[src/rtl/toggle_burst_sched_if.sv]
// ============================================================================
// Module  : toggle_burst_sched_if
// Brief   : Request/configuration/status bundle of the toggle burst scheduler.
//           master = control side, slave = scheduler side.
// Rev     : 1.0  initial release
// ============================================================================
`default_nettype none

interface toggle_burst_sched_if #(
  parameter int NREQ  = 4,
  parameter int CW    = 8,
  parameter int DIV_W = 16
);
  logic [NREQ-1:0]    req;
  logic [NREQ*CW-1:0] burst_len;
  logic [DIV_W-1:0]   div_period;
  logic [NREQ-1:0]    grant;
  logic               t_en;
  logic               q;
  logic               busy;
  logic               done;
  logic               aborted;
  logic [CW-1:0]      toggles_left;

  modport master (
    output req, burst_len, div_period,
    input  grant, t_en, q, busy, done, aborted, toggles_left
  );

  modport slave (
    input  req, burst_len, div_period,
    output grant, t_en, q, busy, done, aborted, toggles_left
  );
endinterface

`default_nettype wire

[src/rtl/toggle_burst_sched.sv]
// ============================================================================
// Module  : toggle_burst_sched
// Brief   : Round-robin scheduler sharing one divided-rate toggle resource
//           (T flip-flop + tick divider) between NREQ requesters. Each grant
//           receives a burst of toggles at a latched tick period.
// Rev     : 1.0  initial release
// ============================================================================
`default_nettype none

module toggle_burst_sched #(
  parameter int NREQ  = 4,
  parameter int CW    = 8,
  parameter int DIV_W = 16
) (
  input  wire logic                clk,
  input  wire logic                reset,
  toggle_burst_sched_if.slave      bus
);

  localparam int PW = (NREQ > 1) ? $clog2(NREQ) : 1;

  typedef enum logic [1:0] {
    S_IDLE = 2'd0,
    S_RUN  = 2'd1,
    S_DONE = 2'd2
  } state_t;

  state_t            r_state;
  state_t            w_state_nxt;
  logic [NREQ-1:0]   r_grant;
  logic [PW-1:0]     r_rr_ptr;
  logic [PW-1:0]     r_owner;
  logic [CW-1:0]     r_left;
  logic [DIV_W-1:0]  r_period;
  logic [DIV_W-1:0]  r_tick;
  logic              r_q;
  logic              r_abort;

  logic              w_found;
  logic [PW-1:0]     w_pick;
  logic [PW-1:0]     w_idx;
  logic [PW:0]       w_sum;
  logic [CW-1:0]     w_pick_len;
  logic              w_tick_hit;
  logic              w_owner_req;
  logic              w_last;
  logic              w_t_en;
  logic              w_done;
  logic              w_abort_now;

  // Round-robin search: first requesting index starting at r_rr_ptr, wrapping.
  always_comb begin
    w_found = 1'b0;
    w_pick  = '0;
    w_sum   = '0;
    w_idx   = '0;
    for (int k = 0; k < NREQ; k++) begin
      w_sum = {1'b0, r_rr_ptr} + (PW+1)'(k);
      if (w_sum >= (PW+1)'(NREQ)) begin
        w_sum = w_sum - (PW+1)'(NREQ);
      end
      w_idx = w_sum[PW-1:0];
      if (!w_found && bus.req[w_idx]) begin
        w_found = 1'b1;
        w_pick  = w_idx;
      end
    end
  end

  assign w_pick_len  = bus.burst_len[int'(w_pick)*CW +: CW];
  assign w_tick_hit  = (r_tick == (r_period - DIV_W'(1)));
  assign w_owner_req = bus.req[r_owner];
  assign w_last      = (r_left == CW'(1));

  // State register.
  always_ff @(posedge clk) begin
    if (reset) begin
      r_state <= S_IDLE;
    end else begin
      r_state <= w_state_nxt;
    end
  end

  // Next state and strobes; an owner dropping req wins over a coincident tick.
  always_comb begin
    w_state_nxt = r_state;
    w_t_en      = 1'b0;
    w_done      = 1'b0;
    w_abort_now = 1'b0;
    case (r_state)
      S_IDLE: begin
        if (w_found) begin
          w_state_nxt = (w_pick_len == '0) ? S_DONE : S_RUN;
        end
      end
      S_RUN: begin
        if (!w_owner_req) begin
          w_abort_now = 1'b1;
          w_state_nxt = S_DONE;
        end else if (w_tick_hit) begin
          w_t_en = 1'b1;
          if (w_last) begin
            w_state_nxt = S_DONE;
          end
        end
      end
      S_DONE: begin
        w_done      = 1'b1;
        w_state_nxt = S_IDLE;
      end
      default: w_state_nxt = S_IDLE;
    endcase
  end

  // Burst datapath: grant/config latch, tick divider, toggle and remaining count.
  always_ff @(posedge clk) begin
    if (reset) begin
      r_grant  <= '0;
      r_rr_ptr <= '0;
      r_owner  <= '0;
      r_left   <= '0;
      r_period <= '0;
      r_tick   <= '0;
      r_q      <= 1'b0;
      r_abort  <= 1'b0;
    end else begin
      case (r_state)
        S_IDLE: begin
          if (w_found) begin
            r_grant  <= {{(NREQ-1){1'b0}}, 1'b1} << w_pick;
            r_owner  <= w_pick;
            r_left   <= w_pick_len;
            r_period <= (bus.div_period == '0) ? DIV_W'(1) : bus.div_period;
            r_tick   <= '0;
            r_rr_ptr <= (w_pick == PW'(NREQ-1)) ? '0 : w_pick + 1'b1;
            r_abort  <= 1'b0;
          end
        end
        S_RUN: begin
          if (w_abort_now) begin
            r_abort <= 1'b1;
          end else if (w_t_en) begin
            r_q    <= ~r_q;
            r_tick <= '0;
            if (r_left != '0) begin
              r_left <= r_left - 1'b1;
            end
          end else begin
            r_tick <= r_tick + 1'b1;
          end
        end
        S_DONE: begin
          r_grant <= '0;
          r_abort <= 1'b0;
        end
        default: ;
      endcase
    end
  end

  assign bus.grant        = r_grant;
  assign bus.t_en         = w_t_en;
  assign bus.q            = r_q;
  assign bus.busy         = (r_state != S_IDLE);
  assign bus.done         = w_done;
  assign bus.aborted      = w_done & r_abort;
  assign bus.toggles_left = r_left;

endmodule

`default_nettype wire
[src/flat_wrapper.sv]
// flat-port wrapper written by rule: the top's interface ports become plain ports
module toggle_burst_sched_flat 
#(
  parameter int NREQ  = 4,
  parameter int CW    = 8,
  parameter int DIV_W = 16
)
  (clk, reset, bus_req, bus_burst_len, bus_div_period, bus_grant, bus_t_en, bus_q, bus_busy, bus_done, bus_aborted, bus_toggles_left);
  toggle_burst_sched_if #(.NREQ(NREQ), .CW(CW), .DIV_W(DIV_W)) bus_i ();
  input  wire logic clk;
  input  wire logic reset;
  input wire logic [$bits(bus_i.req)-1:0] bus_req;
  input wire logic [$bits(bus_i.burst_len)-1:0] bus_burst_len;
  input wire logic [$bits(bus_i.div_period)-1:0] bus_div_period;
  output wire logic [$bits(bus_i.grant)-1:0] bus_grant;
  output wire logic [$bits(bus_i.t_en)-1:0] bus_t_en;
  output wire logic [$bits(bus_i.q)-1:0] bus_q;
  output wire logic [$bits(bus_i.busy)-1:0] bus_busy;
  output wire logic [$bits(bus_i.done)-1:0] bus_done;
  output wire logic [$bits(bus_i.aborted)-1:0] bus_aborted;
  output wire logic [$bits(bus_i.toggles_left)-1:0] bus_toggles_left;
  assign bus_i.req = bus_req;
  assign bus_i.burst_len = bus_burst_len;
  assign bus_i.div_period = bus_div_period;
  assign bus_grant = bus_i.grant;
  assign bus_t_en = bus_i.t_en;
  assign bus_q = bus_i.q;
  assign bus_busy = bus_i.busy;
  assign bus_done = bus_i.done;
  assign bus_aborted = bus_i.aborted;
  assign bus_toggles_left = bus_i.toggles_left;
  toggle_burst_sched #(.NREQ(NREQ), .CW(CW), .DIV_W(DIV_W)) u_core (.clk(clk), .reset(reset), .bus(bus_i));
endmodule
[config.mk]
export PLATFORM = sky130hd
export DESIGN_NAME = toggle_burst_sched_flat
export DESIGN_NICKNAME = d
export VERILOG_FILES = /design/src/rtl/toggle_burst_sched_if.sv /design/src/rtl/toggle_burst_sched.sv /design/src/flat_wrapper.sv
export SDC_FILE = /design/constraint.sdc
export NUM_CORES = 1
export LEC_CHECK = 0
export CAP_MARGIN = 20
export CORE_MARGIN = 10
export CORE_UTILIZATION = 30
export CTS_BUF_LIST = sky130_fd_sc_hd__clkbuf_2 sky130_fd_sc_hd__clkbuf_4 sky130_fd_sc_hd__clkbuf_8
export DETAILED_ROUTE_END_ITERATION = 10
export HOLD_SLACK_MARGIN = 0.08
export PLACE_DENSITY_LB_ADDON = 0.2
export SETUP_SLACK_MARGIN = 0.2
export SLEW_MARGIN = 15
export SYNTH_ARGS = -nofsm -noshare
export SYNTH_HDL_FRONTEND = slang
export SYNTH_SLANG_ARGS = --single-unit
[constraint.sdc]
create_clock -name clk -period 3.2 [get_ports clk]
set_input_delay 0.32 -clock clk [delete_from_list [all_inputs] [get_ports clk]]
set_output_delay 0.32 -clock clk [all_outputs]
set_load 0.05 [all_outputs]
==> summary.md, run 1 <==
| Metric | Value |
|---|---|
| Outcome | `complete, no violations` |
| Cell-by-cell trace of the critical path | `or4_4, or4_4, nor4_4, xnor2_2, a2111oi_4, and4_4, buf_12` |
| Area growth syn-to-layout | `39.7%` |
| DR WL/cell | `roughly 16 um` |
| CTS buffer count | `5` |
| # setup viols final | `0` |
| Initial antenna violation count | `0` |
| Final #Nets | `632` |
| Layout cells sized above 1 | `0.167` |
| PwrDens | `508 mW/mm2` |
| Crit path capture type | `output pin` |
| Synthesized cell area | `0.00349 mm2` |
| DRC Markers | `0` |
| R2R depth | `9` |
| Fraction of registers with async set/reset | `0` |
| Worst-margin pin slew | `0.546 ns` |
| GP Congestion | `0.835` |
| Yosys cell types | `just over 60` |
| CTS tree | `built` |
| Setup Total Neg Slack | `0 ns` |
| Initial detailed-routing violation count | `216` |
| IO Count | `roughly 70` |
| Syn avg cell area | `roughly 7.4 um2` |
| Yosys synthesis warning count | `0` |
| CTS H-Tree Depth | `2` |
| Rows | `39` |
| Required @ worst endpoint | `2.88 ns` |
| Peak supply drop | `0.241 mV` |
| Cell mode on critical path | `or4_4` |
| R2R Path End | `u_core.bus.toggles_left[7]$_SDFFE_PP0P_` |
| Net Count, Synth | `532` |
| Mux cell area share after synthesis | `0.0211` |
| MaxCap Viol Count | `0` |
| CP Class | `reg2out` |
| Core footprint | `approximately 0.011 mm2` |
| CP max FO | `2` |
| Xor/xnor share of the synthesized area | `0.0727` |
| Bufs and invs on worst path | `1` |
| Fmax | `324 MHz` |
| HPWL Detailed | `between 8000 and 9000 um` |
| Leakage | `between 1.5 and 2 nW` |
| Diode count | `0` |
| Finished Cell Area | `~0.005 mm2` |
| FF-to-FF Start | `u_core.r_period[9]$_SDFFE_PP0P_` |
| Die Span Y | `128 um` |
| Synth Area in Compound Gates | `0.216` |
| Clk slew on worst S/H paths | `about 0.09 ns` |
| Synth Area in Adders | `0.0287` |
| Clock Skews | `0.00441 ns` |
| Vias | `between 3000 and 4000` |
| Tmin final | `3.08 ns` |
| Port buffer count | `70` |
| Placed cell area | `0.00462 mm2` |
| Post-synthesis sequential area ratio | `0.298` |
| Die area | `0.0164 mm2` |
| All-layer global routing usage | `0.136` |
| Crit start category | `register` |
| Worst Setup EP | `bus_t_en` |
| Starting density of the core | `0.306` |
| Mapped Cells | `470` |
| Final hold violation count | `0` |
| Main combinational cell family by area after synthesis | `simple AND/OR/NAND/NOR gates` |
| Commonest cells after routing, fill and taps aside | `nand2_1 (80), clkdlybuf4s50_1 (69), dfxtp_1 (48)` |
| # hold bufs at CTS | `0` |
| Seq cells post-synth | `52` |
| Ys flop type | `dfxtp_1` |
| First-pass GRT wire length | `between 15000 and 20000 um` |
| FF-to-FF setup slack | `about 0.15 ns` |
| Tcrit/Tclk final | `0.964` |
| DR pass1 iterations | `4` |
| EDFF count, synth | `0` |
| Largest net degree at the start of global routing | `42` |
| Simple-gate area share of the yosys netlist | `0.318` |
| Slew Limit Headroom | `0.635` |
| Root buffer cell | `clkbuf_8` |
| Hold Path Class | `reg2reg` |
| Critical-path top delay cell | `or4_4` |
| Slew Limit Fails | `0` |
| Clk sink count | `between 50 and 60` |
| WP depth | `7` |
| CP peak stage delay | `0.55 ns` |
| ANT nets after route | `0` |
| Avg Vias per Cell | `between 5 and 6` |
| Total power | `2.48 mW` |
| Vias in the first global route | `3915` |
| Family with the most delay on the worst path | `simple AND/OR/NAND/NOR gates` |
| Worst-Skew Late Latency | `between 0.3 and 0.4 ns` |
| RSZ-0062 raised after global routing | `true` |
| CP startpoint | `u_core.r_period[9]$_SDFFE_PP0P_` |
| Data arrival, critical path | `2.76 ns` |
| Hold Startpoint | `u_core.r_owner[1]$_SDFFE_PP0P_` |
| CTS max path bufs | `2` |
| Grt ovf | `0` |
| Commonest non-fill, non-tap cell in the layout | `nand2_1` |
| Drt total wl | `11300 um` |
| Die Wd | `128 um` |
metrics by stage:
step | cells | hold slack [ns] | utilization | worst slack, ns
after floorplan | 470 | 0.441 | - | 0.170
after CTS | 710 | 0.473 | 0.418 | 0.113
final | 713 | 0.471 | 0.427 | 0.115
after global routing | 713 | 0.519 | 0.427 | 0.0288
after global placement | 700 | 0.455 | 0.405 | 0.0273
after detailed placement | 700 | 0.460 | 0.405 | -0.0474
cells by family after synthesis:
| group | count (synthesis) |
|---|---|
| adder cells (fa/ha/maj) | 8 |
| flip-flops | 52 |
| AND/OR/NAND/NOR | 219 |
| AO/OA/AOI/OAI | 117 |
| multiplexers | 6 |
| XOR/XNOR | 29 |
| buffers and inverters | 39 |
where the power goes:
| group | leakage [nW] | internal (mW) | switching, mW | total [mW] |
|---|---|---|---|---|
| clock | 0.0445 | 0.158 | 0.216 | 0.374 |
| sequential | 0.427 | 0.725 | 0.0870 | 0.812 |
| combinational | 1.36 | 0.554 | 0.737 | 1.29 |
| total | 1.83 | 1.44 | 1.04 | 2.48 |
worst reg2reg max path: cells and delay by family (launching register included):
kind	cells	cell delay, ns
xor gates and xnor gates	1	0.13
and+or+nand+nor	5	2.04
buffers and inverters	1	0.16
AOI/OAI and AO/OA	2	0.32
DFF	1	0.33
layer usage:
layer  vias up  GRT usage  routed length (um)
li1       1905          -                   -
met1      1772      0.162                4930
met2        86      0.228                5360
met3         8     0.0513                 893
met4         0     0.0278                  77
met5         -          0                   0
flip-flops by register name (all words and copies together), names as in the netlist:
name	count
u_core.bus.toggles_left	8
u_core.r_tick	16
u_core.r_state	2
u_core.r_abort	1
u_core.r_rr_ptr	2
u_core.bus.grant	4
u_core.bus.q	1
u_core.r_owner	2
u_core.r_period	16
repair_timing:
action                                  4_1_cts  5_1_grt
endpoints found under the setup margin        9       15
resized for setup                            13       18
gates cloned                                  0        1
buffers inserted                              3        2
pin swaps                                     7       11
area by class of cell:
type / count / area [um2]
Sequential cell: 52 / 1050
Timing Repair Buffer: 120 / 1100
Inverter: 12 / 45.0
Clock inverter: 1 / 5.00
Multi-Input combinational cell: 379 / 2430
Clock buffer: 6 / 76.3
Tap cell: 143 / 179
Fill cell: 1213 / 6540
synthesized netlist by cell type (2+ instances only):
library cell	n	area [um2]
or3_1	3	18.8
ha_1	8	100
a31o_2	2	17.5
o21bai_1	3	22.5
xor2_1	13	114
and3_1	6	37.5
buf_1	3	11.3
nand4_1	8	50.1
nand3_1	23	115
or4_1	8	60.1
o211ai_1	6	45.0
nor2b_1	9	56.3
and4_1	2	17.5
nand3b_1	2	15.0
a2bb2oi_1	2	17.5
or4b_2	2	20.0
nor2_1	38	143
clkbuf_1	21	78.8
nor4_1	10	62.6
dfxtp_1	52	1040
buf_2	2	10.0
nand2_1	81	304
xnor2_1	16	140
or4_4	2	22.5
clkinv_1	2	7.51
nand2b_1	2	12.5
a22oi_1	13	97.6
a21oi_1	47	235
nor3_1	10	50.1
a211o_1	4	35.0
a2111oi_0	2	17.5
a211oi_1	4	30.0
mux2i_1	4	40.0
and2_1	4	25.0
o311ai_0	6	52.6
o21ai_0	15	75.1
inv_1	10	37.5
worst min-delay path by stage:
stage	endpoint	slack [ns]	depth (start not counted)
finish	u_core.r_owner[1]$_SDFFE_PP0P_	0.47	2
detailed placement	u_core.r_owner[1]$_SDFFE_PP0P_	0.46	2
CTS	u_core.r_owner[1]$_SDFFE_PP0P_	0.47	2
global placement	u_core.r_owner[1]$_SDFFE_PP0P_	0.46	2
floorplan	u_core.r_owner[1]$_SDFFE_PP0P_	0.44	2
global route	u_core.r_owner[1]$_SDFFE_PP0P_	0.52	2
Note: power is estimated with default switching activity, not from simulation.
==> run 2, diff against run 1 <==
--- a/config.mk
+++ b/config.mk
@@ -10,9 +10,10 @@
 export CORE_UTILIZATION = 30
 export CTS_BUF_LIST = sky130_fd_sc_hd__clkbuf_2 sky130_fd_sc_hd__clkbuf_4 sky130_fd_sc_hd__clkbuf_8
 export DETAILED_ROUTE_END_ITERATION = 10
-export HOLD_SLACK_MARGIN = 0.08
+export HOLD_SLACK_MARGIN = 0.02
 export PLACE_DENSITY_LB_ADDON = 0.2
 export SETUP_SLACK_MARGIN = 0.2
+export SKIP_LAST_GASP = 1
 export SLEW_MARGIN = 15
 export SYNTH_ARGS = -nofsm -noshare
 export SYNTH_HDL_FRONTEND = slang
==> results of run 2 <==
The final DEF is identical to that of run 1; final timing and power are the same.
==> run 3, diff against run 2 <==
--- a/config.mk
+++ b/config.mk
@@ -10,6 +10,7 @@
 export CORE_UTILIZATION = 30
 export CTS_BUF_LIST = sky130_fd_sc_hd__clkbuf_2 sky130_fd_sc_hd__clkbuf_4 sky130_fd_sc_hd__clkbuf_8
 export DETAILED_ROUTE_END_ITERATION = 10
+export GPL_ROUTABILITY_DRIVEN = 0
 export HOLD_SLACK_MARGIN = 0.02
 export PLACE_DENSITY_LB_ADDON = 0.2
 export SETUP_SLACK_MARGIN = 0.2
==> results of run 3 <==
The final DEF is identical to that of run 1; final timing and power are the same.
==> patch (flow settings as in run 3) <==
`DIV_W` is set to 16 in 3 places; all go to 32.
--- a/src/rtl/toggle_burst_sched_if.sv
+++ b/src/rtl/toggle_burst_sched_if.sv
@@ -11,3 +11,3 @@
   parameter int CW    = 8,
-  parameter int DIV_W = 16
+  parameter int DIV_W = 32
 );
--- a/src/rtl/toggle_burst_sched.sv
+++ b/src/rtl/toggle_burst_sched.sv
@@ -12,3 +12,3 @@
   parameter int CW    = 8,
-  parameter int DIV_W = 16
+  parameter int DIV_W = 32
 ) (
--- a/src/flat_wrapper.sv
+++ b/src/flat_wrapper.sv
@@ -5,3 +5,3 @@
   parameter int CW    = 8,
-  parameter int DIV_W = 16
+  parameter int DIV_W = 32
 )
Ports: changed (resized bus_div_period); port bits go from 71 to 87. The function was not compared with the original's and may differ.
==> patch against run 3 <==
  * The flow now finishes with violations (negative setup slack)
  * Area after synthesis grew 62%
  * Design area up 67%
  * Power rose by 63%
  * Setup slack got worse by 420 ps
  * Synthesized cell count rose by 57%
  * Cell count grew 58%
  * Wire length is 77% higher
  * Sequential cell count up 32
  * Highest routed layer unchanged
  * Clock power up 140%
  * Combinational power is 47% higher
==> patch: results (changes against run 3) <==
| Metric | Value |
|---|---|
| Outcome | `finished, violations left (was finished, final reports clean)` |
| Failing checks | `negative setup slack` |
| Detailed-route via count | `5,938 (was 3,771)` |
| Avg WL per Cell | `17.7 um (was 15.8 um)` |
| XOR/XNOR Fraction of Synth Area | `8.66% (was 7.27%)` |
| Final worst slack | `-300 ps (was 115 ps)` |
| DR vias/cell | `5.27 (was 5.29)` |
| Post-placement cell area | `7380 um^2 (was 4620 um^2)` |
| CTS resizes | `22 (was 13)` |
| Sequential power | `0.00126 W (was 0.000812 W)` |
| Port-buffer cells | `86 (was 70)` |
| GR Util met2 | `26.8% (was 22.8%)` |
| Total GRT Usage | `15.9% (was 13.6%)` |
| Post-synth top cells | `119 x nand2_1, 84 x dfxtp_1, 62 x a21oi_1 (was 81 x nand2_1, 52 x dfxtp_1, 47 x a21oi_1)` |
| # nets final | `966 (was 632)` |
| Routing usage on met1 | `19.9% (was 16.2%)` |
| Total CTS buffers | `9 (was 5)` |
| Detailed placement HPWL | `15,200 um (was 8670 um)` |
| Switching Fraction | `39.2% (was 42.0%)` |
| Maximum net fanout on the critical path | `3 (was 2)` |
| Mean Syn Cell Area | `7.66 um^2 (was 7.43 um^2)` |
| Critical path arrival | `3180 ps (was 2760 ps)` |
| Post-synthesis sequential area ratio | `29.7% (was 29.8%)` |
| Met2 Routed Length | `9630 um (was 5360 um)` |
| Final Setup Violations | `33 (was 0)` |
| Leak | `3.03 nW (was 1.83 nW)` |
| Setup bufs post-CTS | `9 (was 3)` |
| Ranking of synthesized cells by area | `dfxtp_1 30%, nand2_1 7.9%, a21oi_1 5.5% (was dfxtp_1 30%, nand2_1 8.7%, a21oi_1 6.7%)` |
| P per Cell Area | `497 nW/um^2 (was 508 nW/um^2)` |
| TritonRoute pass-1 iters | `5 (was 4)` |
| Synthesized net count | `818 (was 532)` |
| Synth Area in Adders | `1.77% (was 2.87%)` |
| Layout Skew | `12.8 ps (was 4.41 ps)` |
| Least-Margin Pin Slew | `636 ps (was 546 ps)` |
| Critical-path top delay cell | `or4b_4 (was or4_4)` |
| FILL cells | `1,886 (was 1,213)` |
| Worst-Skew Late Latency | `380 ps (was 310 ps)` |
| Unique masters post-synth | `76 (was 62)` |
| Initial DRC Count | `458 (was 216)` |
| Share of layout cells above drive strength 1 | `22.1% (was 16.7%)` |
| CP peak stage delay | `600 ps (was 550 ps)` |
| Met1 Routed Length | `8790 um (was 4930 um)` |
| H-tree Lvls | `3 (was 2)` |
| Pin count of the biggest net entering global routing | `53 (was 42)` |
| First-pass GRT wire length | `30,900 um (was 18,800 um)` |
| GR Util met3 | `3.25% (was 5.13%)` |
| Maximum vdd drop | `0.363 mV (was 0.241 mV)` |
| Compound-Gate Fraction of Synth Area | `17.1% (was 21.6%)` |
| Final setup TNS | `-3220 ps (was 0 ps)` |
## patch: changes by cell type after synthesis, sizes merged, moves of 12 or more
| cell | change |
|---|---|
| dfxtp | +32 |
| nor3 | +20 |
| xnor2 | +15 |
| xor2 | +12 |
| nor4 | +15 |
| a21oi | +15 |
| nand3 | +14 |
| nor2 | +22 |
| nand2 | +38 |
| a22oi | -12 |
| mux2i | +20 |
## patch: cell type report
type | instances | area (um^2) | share of cell area (%)
multi-input combinational | 596 | 4100 | 50.4
timing repair buffer | 179 | 1760 | 21.6
sequential | 84 | 1680 | 20.7
tap | 234 | 293 | 3.60
clock buffer | 11 | 145 | 1.79
clock inverter | 5 | 85.1 | 1.05
inverter | 18 | 67.6 | 0.831
## patch: worst paths after layout
path	from	endpoint	slack, ps
min	u_core.bus.grant[3]	u_core.bus.grant[3]	470
min reg2reg	u_core.bus.grant[3]	u_core.bus.grant[3]	470
max	u_core.r_period[21]	bus_t_en	-300
max reg2reg	u_core.r_period[21]	u_core.r_tick[9]	-170
